`src/rtl/fpu_ss_issue_buffer.sv`:
```
// Issue buffer of the FPU subsystem: a small in-order FIFO of offloaded
// instructions and their integer operands. Entries hit by a commit kill are
// flagged and silently dropped when they reach the head, so the controller
// only ever sees live instructions. Optional fall-through lets an empty
// buffer hand the incoming instruction straight to the controller.
module fpu_ss_issue_buffer #(
  parameter int unsigned DEPTH        = 4,
  parameter int unsigned ID_WIDTH     = 4,
  parameter bit          FALL_THROUGH = 1'b0
) (
  input  logic                       clk_i,
  input  logic                       rst_ni,
  input  logic                       issue_valid_i,
  output logic                       issue_ready_o,
  input  logic [31:0]                issue_instr_i,
  input  logic [ID_WIDTH-1:0]        issue_id_i,
  input  logic [31:0]                issue_rs0_i,
  input  logic [31:0]                issue_rs1_i,
  input  logic [31:0]                issue_rs2_i,
  input  logic                       commit_valid_i,
  input  logic [ID_WIDTH-1:0]        commit_id_i,
  input  logic                       commit_kill_i,
  output logic                       in_buf_pop_valid_o,
  input  logic                       in_buf_pop_ready_i,
  output logic [31:0]                pop_instr_o,
  output logic [ID_WIDTH-1:0]        pop_id_o,
  output logic [31:0]                pop_rs0_o,
  output logic [31:0]                pop_rs1_o,
  output logic [31:0]                pop_rs2_o,
  output logic [$clog2(DEPTH):0]     count_o,
  output logic                       full_o,
  output logic                       empty_o
);

  localparam int unsigned PTR_W = $clog2(DEPTH);
  localparam int unsigned CNT_W = PTR_W + 1;

  logic [PTR_W-1:0]    wr_ptr_q, wr_ptr_d;
  logic [PTR_W-1:0]    rd_ptr_q, rd_ptr_d;
  logic [CNT_W-1:0]    count_q, count_d;
  logic [DEPTH-1:0]    killed_q, killed_d;
  logic [31:0]         instr_q [DEPTH];
  logic [31:0]         instr_d [DEPTH];
  logic [ID_WIDTH-1:0] id_q    [DEPTH];
  logic [ID_WIDTH-1:0] id_d    [DEPTH];
  logic [31:0]         rs0_q   [DEPTH];
  logic [31:0]         rs0_d   [DEPTH];
  logic [31:0]         rs1_q   [DEPTH];
  logic [31:0]         rs1_d   [DEPTH];
  logic [31:0]         rs2_q   [DEPTH];
  logic [31:0]         rs2_d   [DEPTH];

  logic empty, full, kill_en, issue_killed, bypass;
  logic pop_valid, head_remove, push;

  // Handshake decode: ready depends on stored state only; a killed head is
  // dropped whether or not the controller is ready.
  always_comb begin
    empty        = (count_q == '0);
    full         = (count_q == CNT_W'(DEPTH));
    kill_en      = commit_valid_i & commit_kill_i;
    issue_killed = kill_en & (commit_id_i == issue_id_i);
    bypass       = FALL_THROUGH & empty;
    if (bypass) begin
      pop_valid = issue_valid_i & ~issue_killed;
    end else begin
      pop_valid = ~empty & ~killed_q[rd_ptr_q];
    end
    head_remove = ~empty & (killed_q[rd_ptr_q] | in_buf_pop_ready_i);
    // A bypassed instruction that is consumed immediately is never stored.
    push        = issue_valid_i & ~full & ~(bypass & pop_valid & in_buf_pop_ready_i);
  end

  // Next-state: kill marking of occupied slots, head removal, then tail write.
  always_comb begin
    logic [PTR_W-1:0] offs;
    wr_ptr_d = wr_ptr_q;
    rd_ptr_d = rd_ptr_q;
    killed_d = killed_q;
    instr_d  = instr_q;
    id_d     = id_q;
    rs0_d    = rs0_q;
    rs1_d    = rs1_q;
    rs2_d    = rs2_q;
    offs     = '0;
    for (int unsigned i = 0; i < DEPTH; i++) begin
      offs = PTR_W'(i) - rd_ptr_q;
      if (kill_en && (id_q[i] == commit_id_i) && (CNT_W'(offs) < count_q)) begin
        killed_d[i] = 1'b1;
      end
    end
    if (head_remove) begin
      killed_d[rd_ptr_q] = 1'b0;
      rd_ptr_d           = rd_ptr_q + PTR_W'(1);
    end
    if (push) begin
      instr_d[wr_ptr_q]  = issue_instr_i;
      id_d[wr_ptr_q]     = issue_id_i;
      rs0_d[wr_ptr_q]    = issue_rs0_i;
      rs1_d[wr_ptr_q]    = issue_rs1_i;
      rs2_d[wr_ptr_q]    = issue_rs2_i;
      killed_d[wr_ptr_q] = issue_killed;
      wr_ptr_d           = wr_ptr_q + PTR_W'(1);
    end
    count_d = count_q + CNT_W'(push) - CNT_W'(head_remove);
  end

  // State registers; reset clears control and storage at once.
  always_ff @(posedge clk_i or negedge rst_ni) begin
    if (!rst_ni) begin
      wr_ptr_q <= '0;
      rd_ptr_q <= '0;
      count_q  <= '0;
      killed_q <= '0;
      for (int unsigned i = 0; i < DEPTH; i++) begin
        instr_q[i] <= '0;
        id_q[i]    <= '0;
        rs0_q[i]   <= '0;
        rs1_q[i]   <= '0;
        rs2_q[i]   <= '0;
      end
    end else begin
      wr_ptr_q <= wr_ptr_d;
      rd_ptr_q <= rd_ptr_d;
      count_q  <= count_d;
      killed_q <= killed_d;
      instr_q  <= instr_d;
      id_q     <= id_d;
      rs0_q    <= rs0_d;
      rs1_q    <= rs1_d;
      rs2_q    <= rs2_d;
    end
  end

  // Head outputs: the incoming instruction while bypassing, else the stored head.
  always_comb begin
    issue_ready_o      = ~full;
    in_buf_pop_valid_o = pop_valid;
    count_o            = count_q;
    full_o             = full;
    empty_o            = empty;
    if (bypass) begin
      pop_instr_o = issue_instr_i;
      pop_id_o    = issue_id_i;
      pop_rs0_o   = issue_rs0_i;
      pop_rs1_o   = issue_rs1_i;
      pop_rs2_o   = issue_rs2_i;
    end else begin
      pop_instr_o = instr_q[rd_ptr_q];
      pop_id_o    = id_q[rd_ptr_q];
      pop_rs0_o   = rs0_q[rd_ptr_q];
      pop_rs1_o   = rs1_q[rd_ptr_q];
      pop_rs2_o   = rs2_q[rd_ptr_q];
    end
  end

endmodule

```
`config.mk`:
```
export PLATFORM = sky130hd
export DESIGN_NAME = fpu_ss_issue_buffer
export DESIGN_NICKNAME = d
export VERILOG_FILES = /design/src/rtl/fpu_ss_issue_buffer.sv
export SDC_FILE = /design/constraint.sdc
export NUM_CORES = 1
export LEC_CHECK = 0
export CAP_MARGIN = 10
export CORE_ASPECT_RATIO = 1.4
export CORE_MARGIN = 10
export CORE_UTILIZATION = 35
export DETAILED_ROUTE_END_ITERATION = 16
export PLACE_DENSITY = 0.59
export SLEW_MARGIN = 40
export SYNTH_ARGS = -nofsm -noshare
export SYNTH_HDL_FRONTEND = slang
export SYNTH_SLANG_ARGS = --single-unit
```
`constraint.sdc`:
```
create_clock -name clk_i -period 6.9 [get_ports clk_i]
set_input_delay 0.69 -clock clk_i [delete_from_list [all_inputs] [get_ports clk_i]]
set_output_delay 0.69 -clock clk_i [all_outputs]
set_load 0.01 [all_outputs]
```
==> summary by stage, run 1 <==
STA
The number of pins with negative max-slew slack in the final report is 0. At the pin with the least slew margin, the transition time is 0.8035 ns. For the finished layout, the period the worst path requires is around 4.0 ns. The summed negative setup slack over all endpoints is 0 ns. In this run the tightest slew margin relative to its limit is between 40% and 50%. The maximum clock frequency is between 200 and 250 MHz. The number of endpoints failing setup at the final stage is 0. For the final database, setup skew stands at 0.01108 ns. Setup repair after global routing left no endpoint under its margin. The final clock period utilization by the worst path is between 50% and 60%. The count of final hold-check violations came to 0.

Clocking
Clock latency on the worst-skew pair, taken at its later pin, is between 0.6 and 0.7 ns. Counting every sink on the clock net gives 539. The root buffer cell is sky130_fd_sc_hd__clkbuf_16. Counting along the longest clock path gives a buffer depth of 3. The level count of the clock H-tree is 2. For this design, the CTS-stage hold fixing added 0 buffers. TritonCTS built the clock tree.

Gates resized during post-CTS repair numbered 0. Counting the buffers created by CTS gives 58. The clock edge transition at the registers on the reported setup and hold paths is around 0.06 ns.

The count of buffers added by post-CTS timing repair for setup is 0.

Placement
Port buffering added 280 buffers. The HPWL after detailed placement is approximately 38000 µm. The global placer's final weighted congestion is between 0.7 and 0.8. Once placement completed, the tool counted placed cells totaling approximately 2500.

Synthesis
The synthesized design spends more area on one cell type than any other, namely sky130_fd_sc_hd__dfrtp_1. The count of mapped cells out of synthesis is 1390. The main flop type after synthesis is sky130_fd_sc_hd__dfrtp_1.

The cell area after synthesis is 0.02470 mm². The number of flip-flops and latches in the synthesized netlist is roughly 540. The number of synthesis warnings is 0.

After synthesis, the largest area contributor takes up about 55% of total cell area. The synthesized netlist contains 32 unique library cells. For this run, asynchronously set or reset flops after synthesis account for 100.0%. A synthesized cell averages 17.77 µm². After synthesis, the cell types taking the most area are sky130_fd_sc_hd__dfrtp_1 (55%), sky130_fd_sc_hd__mux2_4 (15%), sky130_fd_sc_hd__mux2_2 (13%). In this run, synthesis inferred 0 flip-flops with an integrated enable.

After synthesis, flip-flops and latches occupy a little over half of the total area. Counting every net in the synthesized netlist gives approximately 1500.

Worst setup path
Data arrives at the worst endpoint at 3.33 ns. STA classifies the critical path endpoint as an output port. The source of the critical timing path is rd_ptr_q[1]. In this run the critical register-to-register path is launched from rd_ptr_q[1].

Along the worst path, the maximum fanout reaches 46. STA classifies the critical path startpoint as a register. By startpoint and endpoint, the worst setup path is classified as reg -> out.

Data on the critical path is required at its endpoint by between 6 and 7 ns.

Die
The height of the die is around 330 µm. For this configuration, the core starts out at a cell density of about a third. The horizontal extent of the die is around 240 µm. The number of primary I/O pins is roughly 280. The area enclosed by the die boundary is slightly above 0.08 mm². The placeable core region is around 0.070 mm².

The count of standard-cell rows is about 120.

Global routing
The initial antenna violation count is 9. The via count of the first global-routing pass is about 15000. Entering global routing, the biggest net connects 110 pins. The global routing usage summed across all routing layers is between 10% and 20%. The remaining global-route overflow is 0.

The wire length of the first global-routing pass is approximately 94000 µm.

Finish
The area growth from synthesis to final layout is 23.16%. The final layout contains around 1800 nets. The end-of-flow core utilization is a little over two fifths. The ratio of cells with drive above 1 in the final layout is between 40% and 50%.

The final instance count without filler cells is approximately 2600.

Job
The tool flagged a number of max-cap violations equal to 0.

Power and ir drop
The static leakage is around 13 nW. Across the VDD grid, the largest voltage drop is 0.0003497 V. Power comes to about 17 mW. The cell area power density is 547.2 mW/mm².

Drt
The via count normalized by instance count is 4.979. The average detailed-routed wire length per instance is 22.66 µm. In the routed design, unresolved DRC markers number 0. The pre-antenna-repair detailed-routing pass consisted of 4 iterations. The number of violations reported at the end of detailed-routing iteration 0 is between 400 and 500.

The detail route stage leaves a number of antenna-violating nets equal to 0. The via count of the routed design is approximately 13000. After detailed routing, the total wire length is between 50000 and 60000 µm.

Outcome
The flow ran to the end, and the final reports show no timing, DRC or antenna violations.

Min path
The min-delay analysis places its worst path in the category in -> async.
## critical path, cell delays in order (launching register included)
cell	delay, ns
sky130_fd_sc_hd__dfrtp_4	0.70
sky130_fd_sc_hd__buf_12	0.28
sky130_fd_sc_hd__buf_4	0.66
sky130_fd_sc_hd__mux4_2	0.46
sky130_fd_sc_hd__clkdlybuf4s50_1	0.51
## cell usage in the layout, fill, tap and decap left out, types with 2 or more instances in the layout
master and count:
sky130_fd_sc_hd__mux2_4 243, sky130_fd_sc_hd__buf_4 6, sky130_fd_sc_hd__xor2_1 11, sky130_fd_sc_hd__a21oi_1 4, sky130_fd_sc_hd__clkinvlp_4 2, sky130_fd_sc_hd__mux4_2 133, sky130_fd_sc_hd__bufinv_16 4, sky130_fd_sc_hd__buf_12 6
sky130_fd_sc_hd__nand2_8 4, sky130_fd_sc_hd__clkbuf_1 12, sky130_fd_sc_hd__nor2_1 12, sky130_fd_sc_hd__inv_6 3, sky130_fd_sc_hd__clkinv_4 2, sky130_fd_sc_hd__nor3_1 3, sky130_fd_sc_hd__inv_1 11, sky130_fd_sc_hd__dfrtp_4 2
sky130_fd_sc_hd__xnor2_1 13, sky130_fd_sc_hd__clkinv_2 11, sky130_fd_sc_hd__nand2_1 5, sky130_fd_sc_hd__nand3_1 2, sky130_fd_sc_hd__clkbuf_8 13, sky130_fd_sc_hd__mux2_2 285, sky130_fd_sc_hd__ha_1 14, sky130_fd_sc_hd__o21ai_0 3
sky130_fd_sc_hd__o41ai_1 2, sky130_fd_sc_hd__clkdlybuf4s50_1 279, sky130_fd_sc_hd__dfrtp_1 537, sky130_fd_sc_hd__clkbuf_16 58, sky130_fd_sc_hd__buf_16 6, sky130_fd_sc_hd__a31o_2 2, sky130_fd_sc_hd__a31oi_1 2, sky130_fd_sc_hd__buf_6 4
sky130_fd_sc_hd__o21bai_1 2
## routing by layer
layer | part of all wire [%] | up-vias | GRT usage (%)
met3 | 5.1 | 92 | 3.566
met5 | 0.19 | - | 0
met1 | 42 | 7117 | 18.23
met2 | 50 | 239 | 25.17
li1 | - | 5705 | -
met4 | 2.1 | 16 | 4.037
## Yosys cell counts (all sizes together), types with 3 or more instances
master / count
dfrtp: 539
mux2: 528
mux4: 133
buf: 77
clkbuf: 14
ha: 14
xnor2: 13
inv: 12
nor2: 12
xor2: 11
nand2: 10
a21oi: 4
nor3: 3
o21ai: 3
## per-stage QoR
| stage | area, µm² | hold WS [ns] | setup WS, ns |
|---|---|---|---|
| after CTS | 30370 | 0.08665 | 2.797 |
| after global routing | 30410 | 0.1122 | 2.705 |
| after global placement | 28230 | 0.4811 | 2.810 |
| after floorplan | 24700 | 0.3944 | 4.466 |
| after detailed placement | 28430 | 0.4878 | 3.471 |
| final | 30420 | 0.06203 | 2.882 |
## final cells by class
type                    count  area [µm²]
repair buffers            302        3183
well taps                 936        1171
clock buffers              83        1675
fillers                  6270       39660
diodes                      1       2.502
clock inverters            24       261.5
inverters                  12       45.04
multi-input cells         748       10580
flip-flops and latches    539       13500
## registers in the layout, summed over array words and instances, names as in the netlist
signal	flops
rd_ptr_q	2
rs0_q	128
count_o	3
rs1_q	128
rs2_q	128
killed_q	4
instr_q	128
wr_ptr_q	2
id_q	16
## kinds of logic (layout without fill, tap and decap cells)
group	after synthesis	after routing	synth area share, %
muxes	661	661	39.90
DFF	539	539	54.61
buffers and inverters	103	421	2.700
and+or+nand+nor	30	30	0.6535
xor gates and xnor gates	24	24	0.8511
AOI/OAI and AO/OA	18	18	0.4965
adders and majority gates	15	15	0.7903
other	0	1	0
## power breakdown
part	total, mW	internal (mW)	switching (mW)	leakage, nW
Clock	3.15	1.84	1.31	0.957
Sequential	5.72	4.80	0.920	6.40
Combinational	7.77	4.87	2.90	5.98
## final timing paths
kind                            depth (start not counted)  slack (ns)            to
max in group asynchronous                               3        5.38   instr_q[87]
worst min register to register                          1        0.50    instr_q[7]
worst max register to register                         10        3.73    count_o[2]
min in group clk_i                                      1        0.50    instr_q[7]
worst max-delay path                                    4        2.88  pop_rs1_o[1]
worst min-delay path                                    1        0.06     rs1_q[47]
No activity file was read; power rests on OpenSTA's default activity.
==> inputs of run 2 (changes only) <==
==> constraint.sdc (replaced) <==
create_clock -name clk_i -period 4 [get_ports clk_i]
set_input_delay 0.4 -clock clk_i [delete_from_list [all_inputs] [get_ports clk_i]]
set_output_delay 0.4 -clock clk_i [all_outputs]
set_load 0.01 [all_outputs]
==> summary by stage, run 2 (same netlist as run 1, synthesis figures left out) <==
Outcome
The flow ran to the end, and the final reports show no timing, DRC or antenna violations.

Power and ir drop
The sequential fraction of design power is 33.9% (-0.5 points). The internal power consumption came to 20.12 mW (+75%). The reported net switching power is 8.886 mW (+73%). The static leakage came to 13.41 nW (+0.52%). The worst supply voltage drop on vdd was 0.0005008 V (+43%). The cell area power density was 948.8 mW/mm² (+73%). The share of power burned in the clock network is 19.6% (+0.6 points).

The combinational power share is 46.5% (-0.2 points). The fraction of power spent switching nets is 30.64% (-0.22 points).

STA
The summed negative setup slack over all endpoints is 0 ns (unchanged). The worst path needs 3.377 ns of the cycle, external delays included. The actual slew at the worst max-slew pin is 0.6522 ns (-0.1512 ns). The relative max-transition margin came to 56.18% (+9.7 points). The post-route worst setup slack came to 0.6227 ns (-2.260 ns). The number of endpoints failing setup at the final stage is 0 (unchanged). Setup repair after global routing left no endpoint under its margin. The setup clock skew after layout is 0.009299 ns (-0.001782 ns).

Based on the critical path, the design can be clocked at up to between 200 and 300 MHz. The number of pins with negative max-slew slack in the final report is 0 (unchanged). The worst hold margin came to 0.3075 ns (+0.2455 ns). The count of final hold-check violations is 0 (unchanged). Dividing the final minimum period by the clock period gives 84.43%.

Clocking
The number of buffers on the longest clock path is 3 (unchanged). The root buffer cell is sky130_fd_sc_hd__clkbuf_16. The level count of the clock H-tree is 2 (unchanged). The clock edge transition at the registers on the reported setup and hold paths came to 0.06 ns (about the same). The clock latency of the later-clocked register in the worst-skew pair is 0.61 ns (about the same). TritonCTS built the clock tree.

The total CTS buffers is 57 (-1.7%). The clock net sink count is 539 (unchanged).

Finish
Leaving out fill and tap cells, the most frequent cell in the layout is sky130_fd_sc_hd__dfrtp_1. The final instance count without filler cells is 2652 (+0.26%). The total area of multi-input combinational cells was 0.01058 mm² (about the same). The area growth from synthesis to final layout is 23.77%. The ratio of cells with drive above 1 in the final layout is 46.47% (+0.22 points). The fill cell instance count of the final layout was 6179 (-1.5%). The number of nets in the layout is 1824 (+0.33%). The register area came to 0.01350 mm² (unchanged). In the layout the commonest cells are sky130_fd_sc_hd__dfrtp_1 (537), sky130_fd_sc_hd__mux2_2 (285), sky130_fd_sc_hd__clkdlybuf4s50_1 (279).

Worst setup path
The largest fanout on the critical path is 59 (+28%). The worst setup path is launched from a register. The arrival time of the worst setup path is 2.98 ns (-0.35 ns).

STA classifies the critical path endpoint as an output port. The startpoint identified for the worst register-to-register timing path is rd_ptr_q[0]. The setup slack of the worst register-to-register path is 1.10 ns (-2.63 ns). The data required time at the worst endpoint is 3.60 ns (-2.61 ns). The number of cells on the worst reg-to-reg path is 9 (-1). The worst reg2reg path endpoint is count_o[2]. The category of the most critical setup path is reg -> out.

Drt
The wire length after detailed routing came to 60680 µm (+1.2%). The number of iterations in the first detailed-routing pass is 4 (unchanged). The number of DRC violations after detailed routing is 0 (unchanged). The number of violations reported at the end of detailed-routing iteration 0 is 573 (+26%). The via count of the routed design is 13250 (+0.62%). The via count normalized by instance count was 4.996 (+0.35%).

The average detailed-routed wire length per instance is 22.88 µm (+0.97%). The antenna violation net count after detailed routing was 0 (unchanged).

Job
The number of max-capacitance violations reported is 0 (unchanged).

Global routing
The layer carrying the most global-route usage is met2. The via count of the first global-routing pass is 15340 (+1.2%). The met1 capacity usage during global routing was 18.12% (-0.11 points). The remaining global-route overflow is 0 (unchanged). The wire length of the first global-routing pass was 94850 µm (+0.54%). The met3 track demand over resource is 3.774% (+0.21 points). The pin count of the biggest net entering global routing came to 101 (-8.2%). The global-route track usage on met2 is 25.68% (+0.51 points).

The global routing usage summed across all routing layers is 14.85% (+0.13 points). The initial antenna violation count is 5 (-4).

Die
The height of the die is 334.3 µm (unchanged). The horizontal extent of the die is 244.5 µm (unchanged). The placeable core region was 0.07007 mm² (unchanged).

The count of standard-cell rows was 115 (unchanged). The initial core utilization is 35.25% (unchanged). The area enclosed by the die boundary is 0.08174 mm² (unchanged). The number of primary I/O pins is 281 (unchanged).

Min path
The tightest min-delay check is of the in -> async type.

Placement
The number of placed cells counting well taps is 2543 (+0.32%). The count of input and output buffers is 280 (unchanged). The global placer's final weighted congestion is 0.7305 (+1.5%). The half-perimeter wire length after placement is 38340 µm (+1.8%). The placement-stage worst setup slack is 1.084 ns (-2.388 ns).
[run 2: changes by cell type in the layout (fill, tap and decap cells not counted), moves of 2 or more]
cell,before,now
sky130_fd_sc_hd__buf_12,6,15
sky130_fd_sc_hd__buf_4,6,12
sky130_fd_sc_hd__buf_16,6,1
sky130_fd_sc_hd__buf_6,4,0
sky130_fd_sc_hd__clkinv_2,11,7
sky130_fd_sc_hd__bufinv_16,4,7
sky130_fd_sc_hd__clkbuf_8,13,16
sky130_fd_sc_hd__clkinvlp_4,2,4
sky130_fd_sc_hd__inv_6,3,1
[run 2: power groups by stage]
stage | clock, mW | sequential, mW | combinational, mW
final | 5.69 | 9.83 | 13.5
after global routing | 6.08 | 10.2 | 14.4
after CTS | 5.89 | 9.82 | 13.8
after detailed placement | 0 | 9.88 | 13.7
after global placement | 0 | 9.72 | 13.5
after floorplan | 0 | 9.28 | 8.89
[run 2: worst max-delay path by stage]
stage                                 end  slack, ns        start  cells after the start
after detailed placement       count_o[2]       1.08  rd_ptr_q[0]                      9
after CTS                   pop_rs1_o[24]       0.48  rd_ptr_q[0]                      3
after global routing      pop_instr_o[24]       0.41  rd_ptr_q[0]                      3
after floorplan               killed_q[2]       1.57  rd_ptr_q[0]                     11
after global placement         count_o[2]       1.05  rd_ptr_q[0]                      9
final                         pop_id_o[0]       0.62  rd_ptr_q[0]                      3
[run 2: final cells by class]
cell class              instances  area share, %
clock buffers                  86          5.686
inverters                      12         0.1474
multi-input cells             748          34.60
flip-flops and latches        539          44.15
diodes                          1       0.008187
clock inverters                21         0.9865
well taps                     936          3.831
repair buffers                309          10.59
[run 2: per-layer routing]
layer  routed length, µm  share of wire (%)
met1               25510                 42
met2               30860                 51
met3                3070                5.1
met4                1187                2.0
met5                  47              0.077
[run 2: per-stage QoR]
stage	cell area, µm²	utilization (%)	total power [mW]
after global routing	30570	43.62	30.64
after global placement	28490	40.65	23.25
final	30570	43.62	29.00
after detailed placement	28510	40.69	23.61
after CTS	30560	43.62	29.51
after floorplan	24700	-	18.18
[run 2: what timing repair did]
| item | in CTS | in global routing |
|---|---|---|
| hold buffers | 1 | 0 |
| resized for setup | 0 | 0 |
| endpoints found under the hold margin | 40 | 0 |
| buffers inserted | 0 | 0 |
[run 2: critical path: stages (launching register included)]
cell	delay, ns
sky130_fd_sc_hd__dfrtp_4	0.68
sky130_fd_sc_hd__buf_12	0.49
sky130_fd_sc_hd__mux4_2	0.62
sky130_fd_sc_hd__clkdlybuf4s50_1	0.52
==> inputs of run 3 (changes only) <==
==> constraint.sdc (replaced) <==
create_clock -name clk_i -period 3.4 [get_ports clk_i]
set_input_delay 0.34 -clock clk_i [delete_from_list [all_inputs] [get_ports clk_i]]
set_output_delay 0.34 -clock clk_i [all_outputs]
set_load 0.01 [all_outputs]
==> summary by stage, run 3 (same netlist as run 1, synthesis figures left out) <==
Outcome
The run finished with clean final reports.

Power and ir drop
The power consumption is 34.22 mW (+18%). The worst supply voltage drop on vdd is 0.0006639 V (+33%). The static leakage was 13.57 nW (+1.2%). The cell area power density is 1109 mW/mm² (+17%).

Clocking
The root buffer cell is sky130_fd_sc_hd__clkbuf_16. The clock edge transition at the registers on the reported setup and hold paths is 0.06 ns (about the same). The quantity of hold-fixing buffers added after cts is 1 (unchanged). The clock net sink count is 539 (unchanged). The number of buffers on the longest clock path is 3 (unchanged).

The level count of the clock H-tree was 2 (unchanged). The total CTS buffers was 58 (+1.8%). The clock latency of the later-clocked register in the worst-skew pair came to 0.61 ns (about the same).

TritonCTS built the clock tree. The post-cts gate resize count was 0 (unchanged). The count of buffers added by post-CTS timing repair for setup is 0 (unchanged).

STA
The summed negative setup slack over all endpoints is 0 ns (unchanged). The number of endpoints failing setup at the final stage is 0 (unchanged). After layout, the minimum clock period comes to around 3.1 ns.

The number of pins with negative max-slew slack in the final report is 0 (unchanged). The relative max-transition margin came to 56.20% (about the same). The actual slew at the worst max-slew pin came to 0.6569 ns (+0.004724 ns). The setup clock skew after layout is 0.009222 ns (-0.00007616 ns). Setup repair after global routing left no endpoint under its margin.

The count of final hold-check violations is 0 (unchanged). Derived from the worst setup path, the maximum achievable clock frequency is 318.2 MHz. Dividing the final minimum period by the clock period gives approximately 90%.

Die
The placeable core region is 0.07007 mm² (unchanged). The horizontal extent of the die is 244.5 µm (unchanged). The count of standard-cell rows is 115 (unchanged).

The initial core utilization is 35.25% (unchanged). The number of primary I/O pins was 281 (unchanged). The height of the die came to 334.3 µm (unchanged). The area enclosed by the die boundary is 0.08174 mm² (unchanged).

Drt
The average detailed-routed wire length per instance came to 22.98 µm (+0.46%). The number of iterations in the first detailed-routing pass is 4 (unchanged). The wire length after detailed routing is 61460 µm (+1.3%). The antenna violation net count after detailed routing is 0 (unchanged). The number of violations reported at the end of detailed-routing iteration 0 is 560 (-2.3%). The number of DRC violations after detailed routing was 0 (unchanged). The via count of the routed design was 13250 (+0.0075%). The via count normalized by instance count is 4.955 (-0.82%).

Global routing
The global routing usage summed across all routing layers is 15.08% (+0.23 points). The wire length of the first global-routing pass is 96330 µm (+1.6%). The pin count of the biggest net entering global routing came to 94 (-6.9%). The initial antenna violation count was 9 (+4). The met3 track demand over resource is 3.973% (+0.20 points). The met1 capacity usage during global routing was 18.90% (+0.77 points). The global-route track usage on met2 was 25.43% (-0.25 points). The remaining global-route overflow was 0 (unchanged). The layer flagged by global routing as most heavily used is met2. The via count of the first global-routing pass is 15280 (-0.40%).

Worst setup path
The data required time at the worst endpoint is 3.06 ns (-0.54 ns). The type of origin of the critical path is a register. The largest fanout on the critical path is 28 (-53%). The worst setup path is captured at an output port.

The arrival time of the worst setup path is 2.80 ns (-0.18 ns). The critical path in this run is classified as reg -> out.

Finish
The number of nets in the layout is 1854 (+1.6%). The ratio of cells with drive above 1 in the final layout was 47.41% (+0.94 points). The end-of-flow core utilization came to 44.04% (+0.42 points). The most common library cell in the layout ignoring fill and taps is sky130_fd_sc_hd__dfrtp_1. The fill cell instance count of the final layout is 6188 (+0.15%). From synthesis to final layout, the design area changed by 24.95%. The antenna diode instance count was 0 (-1). In the layout the commonest cells are sky130_fd_sc_hd__dfrtp_1 (537), sky130_fd_sc_hd__mux2_2 (285), sky130_fd_sc_hd__clkdlybuf4s50_1 (279).

Placement
The global placer's final weighted congestion is 0.7311 (about the same). The half-perimeter wire length after placement is 40410 µm (+5.4%). The count of input and output buffers came to 280 (unchanged).

Min path
The type of the most critical hold path is in -> async.

Job
The number of max-capacitance violations reported came to 0 (unchanged).
[run 3: cell type report]
type                    instances  area [µm²]  area share (%)
repair buffers                338        3566           11.56
clock inverters                19       259.0          0.8393
clock buffers                  82        1745           5.656
inverters                      12       45.04          0.1460
well taps                     936        1171           3.795
flip-flops and latches        539       13500           43.73
multi-input cells             748       10580           34.28
[run 3: worst max-delay path, stage by stage (launching register included)]
cell and delay (ns):
sky130_fd_sc_hd__dfrtp_4 0.46, sky130_fd_sc_hd__buf_12 0.26, sky130_fd_sc_hd__buf_4 0.36, sky130_fd_sc_hd__mux4_2 0.56, sky130_fd_sc_hd__clkdlybuf4s50_1 0.51
[run 3: where the power goes]
group | switching [mW] | total [mW] | leakage (nW) | internal, mW
registers | 1.77 | 11.5 | 6.40 | 9.75
clock network | 2.63 | 6.62 | 0.981 | 4.00
logic | 6.03 | 16.1 | 6.19 | 10.0
[run 3: path summary, 6_finish.rpt]
path / from / endpoint / slack [ns] / cells after the start
setup / recovery: rd_ptr_q[0] / pop_id_o[0] / 0.26 / 4
hold / removal: rst_ni / rs1_q[53] / 0.23 / 2
setup reg to reg: rd_ptr_q[0] / count_o[2] / 0.85 / 9
hold reg to reg: instr_q[31] / instr_q[31] / 0.50 / 1
max in group asynchronous: rst_ni / instr_q[75] / 1.99 / 5
min in group clk_i: issue_rs1_i[26] / rs1_q[58] / 0.43 / 2
[run 3: per-layer routing]
metal | share of wire, % | vias up
met1 | 42 | 7111
met3 | 6.0 | 82
met5 | 0.15 | -
met4 | 1.9 | 14
li1 | - | 5761
met2 | 50 | 283
[run 3: per-stage QoR]
stage | area (µm²) | instances | worst slack (ns) | hold WS, ns
detailed placement | 28820 | 2571 | 0.6693 | 0.4579
CTS | 30830 | 2673 | 0.1672 | 0.3713
global placement | 28820 | 2571 | 0.7037 | 0.4463
finish | 30860 | 2674 | 0.2577 | 0.2279
global route | 30860 | 2674 | 0.1070 | 0.2276
floorplan | 24700 | 1390 | 0.9656 | 0.04441
